<file path="src/rtl/ofm_deskew_16_if.sv">
// Bundle between the systolic array drain, the deskew collector and the writeback stage.
// The array-side signals (ofm_vld/ofm) and the writeback-side handshake (out_*) share one bundle.
// The collector uses the slave modport and the environment uses the master modport.
interface ofm_deskew_16_if #(
    parameter int unsigned WIDTH  = 16,
    parameter int unsigned OWIDTH = 16,
    parameter int unsigned DEPTH  = 4
);
    logic                      ofm_vld;
    logic [OWIDTH-1:0]         ofm [WIDTH-1:0];
    logic                      out_vld;
    logic                      out_rdy;
    logic [OWIDTH-1:0]         out_ofm [WIDTH-1:0];
    logic [$clog2(DEPTH):0]    fifo_cnt;
    logic                      ovf;

    modport slave (
        input  ofm_vld, ofm, out_rdy,
        output out_vld, out_ofm, fifo_cnt, ovf
    );

    modport master (
        output ofm_vld, ofm, out_rdy,
        input  out_vld, out_ofm, fifo_cnt, ovf
    );
endinterface

</file>
<file path="src/rtl/ofm_deskew_16.sv">
// ofm_deskew_16: realigns the column-skewed result rows of the systolic array into whole rows.
// Aligned rows are buffered in a small first-word fall-through FIFO for the writeback stage.
// The array cannot be stalled, so a row arriving while the FIFO is full is dropped.
// A dropped row sets the sticky ovf flag.
// Optional build macro OFM_RELU_EN applies ReLU to every aligned word before the FIFO write.
module ofm_deskew_16 #(
    parameter int unsigned WIDTH  = 16,
    parameter int unsigned OWIDTH = 16,
    parameter int unsigned DEPTH  = 4
) (
    input  logic           clk,
    input  logic           rst_n,
    input  logic           clr,
    ofm_deskew_16_if.slave bus
);
    localparam int unsigned PW = $clog2(DEPTH);
    localparam int unsigned CW = PW + 1;

    logic [WIDTH-2:0]  r_vld_pipe;
    logic              w_wr_vld;
    logic [OWIDTH-1:0] w_row [WIDTH-1:0];
    logic [OWIDTH-1:0] r_mem [DEPTH-1:0][WIDTH-1:0];
    logic [PW-1:0]     r_wptr;
    logic [PW-1:0]     r_rptr;
    logic [PW-1:0]     w_head_ptr;
    logic [CW-1:0]     r_cnt;
    logic              r_ovf;
    logic              w_empty;
    logic              w_full;
    logic              w_pop;
    logic              w_push;

    // Row-valid delay line; clr also kills the ofm_vld sampled in the same cycle.
    always_ff @(posedge clk or negedge rst_n) begin
        if (!rst_n) begin
            r_vld_pipe <= '0;
        end else if (clr) begin
            r_vld_pipe <= '0;
        end else begin
            r_vld_pipe <= {r_vld_pipe[WIDTH-3:0], bus.ofm_vld};
        end
    end

    assign w_wr_vld = r_vld_pipe[WIDTH-2];

    for (genvar c = 0; c < WIDTH; c++) begin : g_col
        logic [OWIDTH-1:0] w_aligned;

        if (c == WIDTH - 1) begin : g_direct
            // Last column drains last, so it is already aligned.
            assign w_aligned = bus.ofm[c];
        end else begin : g_chain
            localparam int unsigned D = WIDTH - 1 - c;
            logic [OWIDTH-1:0] r_chain [D];

            // Column c is delayed WIDTH-1-c cycles to line up with the last column.
            always_ff @(posedge clk or negedge rst_n) begin
                if (!rst_n) begin
                    for (int k = 0; k < D; k++) r_chain[k] <= '0;
                end else begin
                    r_chain[0] <= bus.ofm[c];
                    for (int k = 1; k < D; k++) r_chain[k] <= r_chain[k-1];
                end
            end

            assign w_aligned = r_chain[D-1];
        end

`ifdef OFM_RELU_EN
        assign w_row[c] = w_aligned[OWIDTH-1] ? '0 : w_aligned;
`else
        assign w_row[c] = w_aligned;
`endif

        assign bus.out_ofm[c] = r_mem[w_head_ptr][c];
    end

    assign w_empty = (r_cnt == '0);
    assign w_full  = (r_cnt == CW'(DEPTH));
    assign w_pop   = ~w_empty & bus.out_rdy;
    assign w_push  = w_wr_vld & (~w_full | w_pop);
    // When empty, point at the slot popped last so out_ofm keeps showing the last row.
    assign w_head_ptr = w_empty ? (r_rptr - PW'(1)) : r_rptr;

    // FIFO storage, pointers, occupancy and sticky overflow; clr beats push and pop.
    always_ff @(posedge clk or negedge rst_n) begin
        if (!rst_n) begin
            for (int d = 0; d < DEPTH; d++) begin
                for (int k = 0; k < WIDTH; k++) r_mem[d][k] <= '0;
            end
            r_wptr <= '0;
            r_rptr <= '0;
            r_cnt  <= '0;
            r_ovf  <= 1'b0;
        end else if (clr) begin
            r_wptr <= r_rptr;
            r_cnt  <= '0;
            r_ovf  <= 1'b0;
        end else begin
            if (w_push) begin
                for (int k = 0; k < WIDTH; k++) r_mem[r_wptr][k] <= w_row[k];
                r_wptr <= r_wptr + PW'(1);
            end
            if (w_pop) begin
                r_rptr <= r_rptr + PW'(1);
            end
            if (w_push && !w_pop) begin
                r_cnt <= r_cnt + CW'(1);
            end else if (!w_push && w_pop) begin
                r_cnt <= r_cnt - CW'(1);
            end
            if (w_wr_vld && !w_push) begin
                r_ovf <= 1'b1;
            end
        end
    end

    assign bus.out_vld  = ~w_empty;
    assign bus.fifo_cnt = r_cnt;
    assign bus.ovf      = r_ovf;
endmodule

</file>
<file path="src/flat_wrapper.sv">
// flat-port wrapper written by rule: the top's interface ports become plain ports
module ofm_deskew_16_flat 
#(
    parameter int unsigned WIDTH  = 16,
    parameter int unsigned OWIDTH = 16,
    parameter int unsigned DEPTH  = 4
)
  (clk, rst_n, clr, bus_ofm_vld, bus_ofm, bus_out_rdy, bus_out_vld, bus_out_ofm, bus_fifo_cnt, bus_ovf);
  ofm_deskew_16_if #(.WIDTH(WIDTH), .OWIDTH(OWIDTH), .DEPTH(DEPTH)) bus_i ();
  input  logic clk;
  input  logic rst_n;
  input  logic clr;
  input wire logic [$bits(bus_i.ofm_vld)-1:0] bus_ofm_vld;
  input wire logic [$bits(bus_i.ofm)-1:0] bus_ofm;
  input wire logic [$bits(bus_i.out_rdy)-1:0] bus_out_rdy;
  output wire logic [$bits(bus_i.out_vld)-1:0] bus_out_vld;
  output wire logic [$bits(bus_i.out_ofm)-1:0] bus_out_ofm;
  output wire logic [$bits(bus_i.fifo_cnt)-1:0] bus_fifo_cnt;
  output wire logic [$bits(bus_i.ovf)-1:0] bus_ovf;
  assign bus_i.ofm_vld = bus_ofm_vld;
  assign bus_i.ofm = {>>{bus_ofm}};
  assign bus_i.out_rdy = bus_out_rdy;
  assign bus_out_vld = bus_i.out_vld;
  assign bus_out_ofm = {>>{bus_i.out_ofm}};
  assign bus_fifo_cnt = bus_i.fifo_cnt;
  assign bus_ovf = bus_i.ovf;
  ofm_deskew_16 #(.WIDTH(WIDTH), .OWIDTH(OWIDTH), .DEPTH(DEPTH)) u_core (.clk(clk), .rst_n(rst_n), .clr(clr), .bus(bus_i));
endmodule
</file>
<file path="config.mk">
export PLATFORM = sky130hd
export DESIGN_NAME = ofm_deskew_16_flat
export DESIGN_NICKNAME = d
export VERILOG_FILES = /design/src/rtl/ofm_deskew_16_if.sv /design/src/rtl/ofm_deskew_16.sv /design/src/flat_wrapper.sv
export SDC_FILE = /design/constraint.sdc
export NUM_CORES = 2
export LEC_CHECK = 0
export BUFFER_PORTS_ARGS = -buffer_cell sky130_fd_sc_hd__buf_2
export CAP_MARGIN = 30
export CORE_UTILIZATION = 50
export DETAILED_ROUTE_END_ITERATION = 10
export PLACE_DENSITY = 0.69
export SYNTH_ARGS = -nofsm -noshare
export SYNTH_HDL_FRONTEND = slang
export SYNTH_SLANG_ARGS = --single-unit
</file>
<file path="constraint.sdc">
create_clock -name clk -period 3.95 [get_ports clk]
set_input_delay 1.185 -clock clk [delete_from_list [all_inputs] [get_ports clk]]
set_output_delay 1.185 -clock clk [all_outputs]
set_load 0.05 [all_outputs]
</file>
==> results.py <==
metrics = {
    "clock_tree": {
        "number_of_buffers_created_by_cts": 309,
        "h-tree-depth": 5,
        "cts.root.buffer_cell": "sky130_fd_sc_hd__clkbuf_16",
        "postCtsHoldBufs": 0,
        "cts_sinks": 2967,
        "worst_setup_hold_path_clk_slew_ns": 0.06,
        "worstSkewPairLatency_ns": 0.92,
        "cts_buffer_depth": 4,
        "cts_tree": "built",
    },
    "worst_setup_path": {
        "setup.worst_path.end_class": "primary output",
        "r2r_start": "u_core.bus.fifo_cnt[1]$_DFFE_PN0P_",
        "required_ns": 2.76,
        "cp_data_arrival_time_ns": 3.14,
        "critical_path.startpoint_type": "flop",
        "reg2reg_setup_slack_ns": 1.27,
        "crit_fanout": 19,
        "worst_r2r_path_depth": 8,
        "worstSetupPathType": "flop to primary output",
        "r2r_endpoint": "u_core.bus.fifo_cnt[2]$_DFFE_PN0P_",
    },
    "power_and_ir_drop": {
        "report.power.total_w": 0.08036,
        "p_per_area_nw_per_um2": 660.9,
        "vdd.ir_drop.worst_v": 0.0008584,
        "p_leak_nw": 57.71,
    },
    "die": {
        "floorplan.initialDensity": 0.5056,
        "io_pins": 522,
        "die_h_um": 452.2,
        "die_area_um2": 204500,
        "core_ar_um2": 200500,
        "rows": 164,
        "die_w_um": 452.2,
    },
    "yosys": {
        "post-synth-top-area-fraction": 0.7325,
        "syn_nets": 6578,
        "yosys_warnings": 0,
        "synth_cell_type_count": 39,
        "synth.area.top_cells": "sky130_fd_sc_hd__dfrtp_1 73%, sky130_fd_sc_hd__mux2_2 10%, sky130_fd_sc_hd__mux2i_1 2.5%, sky130_fd_sc_hd__a211o_1 2.2%, sky130_fd_sc_hd__a22oi_1 1.9%",
        "synth_largest_area_cell": "sky130_fd_sc_hd__dfrtp_1",
        "synthesis.area_per_instance_um2": 16.06,
        "synth.most_common_cell": "sky130_fd_sc_hd__dfrtp_1",
        "yosys_most_used_dff": "sky130_fd_sc_hd__dfrtp_1",
        "async_flop_share": 1.000,
        "synth_area_um2": 101400,
        "synth_commonest_cells": "2967 x sky130_fd_sc_hd__dfrtp_1, 945 x sky130_fd_sc_hd__mux2_2, 258 x sky130_fd_sc_hd__nor2_1",
        "synthesis.instances": 6312,
        "number_of_synthesized_flops_with_an_enable_pin": 0,
        "ys_ff_latch": 2967,
        "synth.yosys.seq_area_share": 0.7325,
    },
    "drt": {
        "routed_wl_mm": 229.1,
        "detail_route.first_pass.iterations": 6,
        "detail_route.drc_violations": 0,
        "dr.first_iter.drc_count": 4403,
        "ant_nets": 0,
        "route.detailed.wl_per_inst_um": 23.18,
        "num_vias": 55420,
        "detail_routed_via_count_per_cell": 5.606,
    },
    "global_route": {
        "grt_use_total": 0.2224,
        "grt_pass1_wl_mm": 349.7,
        "globalRouteOverflowTotal": 0,
        "grt_max_degree": 127,
        "number_of_antenna_violations_at_the_first_check_in_global_routing": 29,
        "via_count_of_the_first_global_routing_pass": 58940,
    },
    "timing": {
        "max_clock_freq_mhz": 231.4,
        "report.final.slew_viol_count": 0,
        "hold_violations": 0,
        "timing.clock.skew_ns": 0.06733,
        "rsz_0062_raised_after_global_routing": "true",
        "worst_slack_ns": -0.3717,
        "fin_tns_setup_ns": -61.07,
        "max-slew-margin-rel": 0.3959,
        "setup_viol": 256,
        "worstMarginPinSlew_ns": 0.9062,
        "post-route-period-util": 1.094,
        "layout_min_cycle_time_ns": 4.322,
    },
    "placement": {
        "place.detailed.hpwl_mm": 129.5,
        "place.detailed.instances": 9273,
        "gp_routability_congestion": 0.7991,
        "port_buffers": 521,
    },
    "flow_run": {
        "cap_violations": 0,
    },
    "min_path": {
        "min-delay-path-class": "flop to flop",
        "worstHoldStart": "u_core.g_col[6].g_chain.r_chain[17]$_DFF_PN0_",
        "hold-path-cell-count": 0,
        "min_to": "u_core.g_col[6].w_aligned[1]$_DFF_PN0_",
    },
    "run_status": {
        "failed_checks": "setup timing",
        "result_of_the_run": "finished with violations",
    },
    "final_layout": {
        "area.growth.synth_to_final_pct": 19.97,
        "layoutNonFillerInstCount": 9886,
        "drive_above_1_share": 0.3313,
        "final_net_count": 7253,
        "layout.core_utilization": 0.6066,
    },
}
layout make-up:
cell class | instances | area, µm²
inverter | 6 | 38.79
timing repair buffer | 820 | 8018
antenna | 22 | 55.05
fill | 14440 | 78870
clock buffer | 418 | 8675
multi-input combinational | 2881 | 25810
tap | 2656 | 3323
timing repair inverter | 2 | 25.02
clock inverter | 114 | 1401
sequential | 2967 | 74260
critical path: stages, from the launching register on:
cell and delay [ns]:
sky130_fd_sc_hd__dfrtp_2 0.43, sky130_fd_sc_hd__nor3_4 0.28, sky130_fd_sc_hd__buf_12 0.20, sky130_fd_sc_hd__inv_16 0.09
sky130_fd_sc_hd__buf_4 0.22, sky130_fd_sc_hd__nand3b_1 0.11, sky130_fd_sc_hd__o311ai_0 0.16, sky130_fd_sc_hd__a22oi_1 0.44
sky130_fd_sc_hd__buf_4 0.29
metrics by stage:
step	hold WS [ns]	worst slack [ns]	area, µm²
final	0.3010	-0.3717	121600
after global routing	0.2878	-0.4955	121600
after CTS	0.2728	-0.4370	120400
after detailed placement	0.3347	0.08928	108800
after global placement	0.3311	0.1655	108800
after floorplan	0.3312	0.1017	101400
flip-flops by register name, indices dropped and copies added (netlist names):
signal and flops:
u_core.g_col.g_chain.r_chain 1696, u_core.r_mem 1024, u_core.g_col.w_aligned 224, u_core.r_vld_pipe 15, u_core.bus.fifo_cnt 3, u_core.r_rptr 2
u_core.r_wptr 2, u_core.bus.ovf 1
routing by layer:
metal / wire length, µm / track usage
met4: 10800 / 0.1098
met3: 8903 / 0.03282
met2: 115500 / 0.3716
met5: 0 / 0
met1: 93960 / 0.2854
worst max-delay path by stage:
stage,startpoint,end,depth (start not counted)
after floorplan,u_core.bus.fifo_cnt[0]$_DFFE_PN0P_,bus_out_ofm[15],9
after global placement,u_core.bus.fifo_cnt[1]$_DFFE_PN0P_,bus_out_ofm[85],9
after detailed placement,u_core.bus.fifo_cnt[1]$_DFFE_PN0P_,bus_out_ofm[85],9
after CTS,u_core.bus.fifo_cnt[1]$_DFFE_PN0P_,bus_out_ofm[183],8
after global routing,u_core.bus.fifo_cnt[1]$_DFFE_PN0P_,bus_out_ofm[167],10
final,u_core.bus.fifo_cnt[1]$_DFFE_PN0P_,bus_out_ofm[20],8
layout by cell type (no fill, tap or decap), types with 7 or more instances in the layout:
master,instances
sky130_fd_sc_hd__a211o_1,256
sky130_fd_sc_hd__a22oi_1,148
sky130_fd_sc_hd__a22oi_2,108
sky130_fd_sc_hd__buf_12,117
sky130_fd_sc_hd__buf_16,24
sky130_fd_sc_hd__buf_2,333
sky130_fd_sc_hd__buf_4,206
sky130_fd_sc_hd__buf_6,120
sky130_fd_sc_hd__buf_8,8
sky130_fd_sc_hd__bufinv_16,28
sky130_fd_sc_hd__clkbuf_1,58
sky130_fd_sc_hd__clkbuf_16,319
sky130_fd_sc_hd__clkbuf_8,49
sky130_fd_sc_hd__clkinv_2,58
sky130_fd_sc_hd__clkinv_4,7
sky130_fd_sc_hd__dfrtp_1,2963
sky130_fd_sc_hd__diode_2,22
sky130_fd_sc_hd__inv_6,15
sky130_fd_sc_hd__mux2_1,80
sky130_fd_sc_hd__mux2_2,945
sky130_fd_sc_hd__mux2i_1,257
sky130_fd_sc_hd__nand3b_1,255
sky130_fd_sc_hd__nor2_1,241
sky130_fd_sc_hd__nor2_2,14
sky130_fd_sc_hd__nor2b_1,17
sky130_fd_sc_hd__nor3_1,255
sky130_fd_sc_hd__o311ai_0,119
sky130_fd_sc_hd__o311ai_1,133
where the power goes:
group	total, W	switching, W	internal (W)
combinational	0.0197	0.0132	0.00646
clock	0.0288	0.0116	0.0172
sequential	0.0319	0.000463	0.0314
total	0.0804	0.0253	0.0551
logic make-up (layout without fill, tap and decap cells):
kind of cell	Yosys count	after routing	share of synthesized area
buffers and inverters	464	1360	0.01955
DFF	2967	2967	0.7325
muxes	1282	1282	0.1393
AOI/OAI and AO/OA	785	785	0.06424
adders and majority gates	5	5	0.0006913
other	0	22	0
and+or+nand+nor	804	804	0.04332
xor gates and xnor gates	5	5	0.0004321
what timing repair did:
action | in CTS | in global routing
setup buffers | 22 | 12
resized for setup | 308 | 289
gates cloned | 13 | 12
pin swaps | 55 | 67
endpoints found under the setup margin | 257 | 256
No activity file was read; power rests on OpenSTA's default activity.
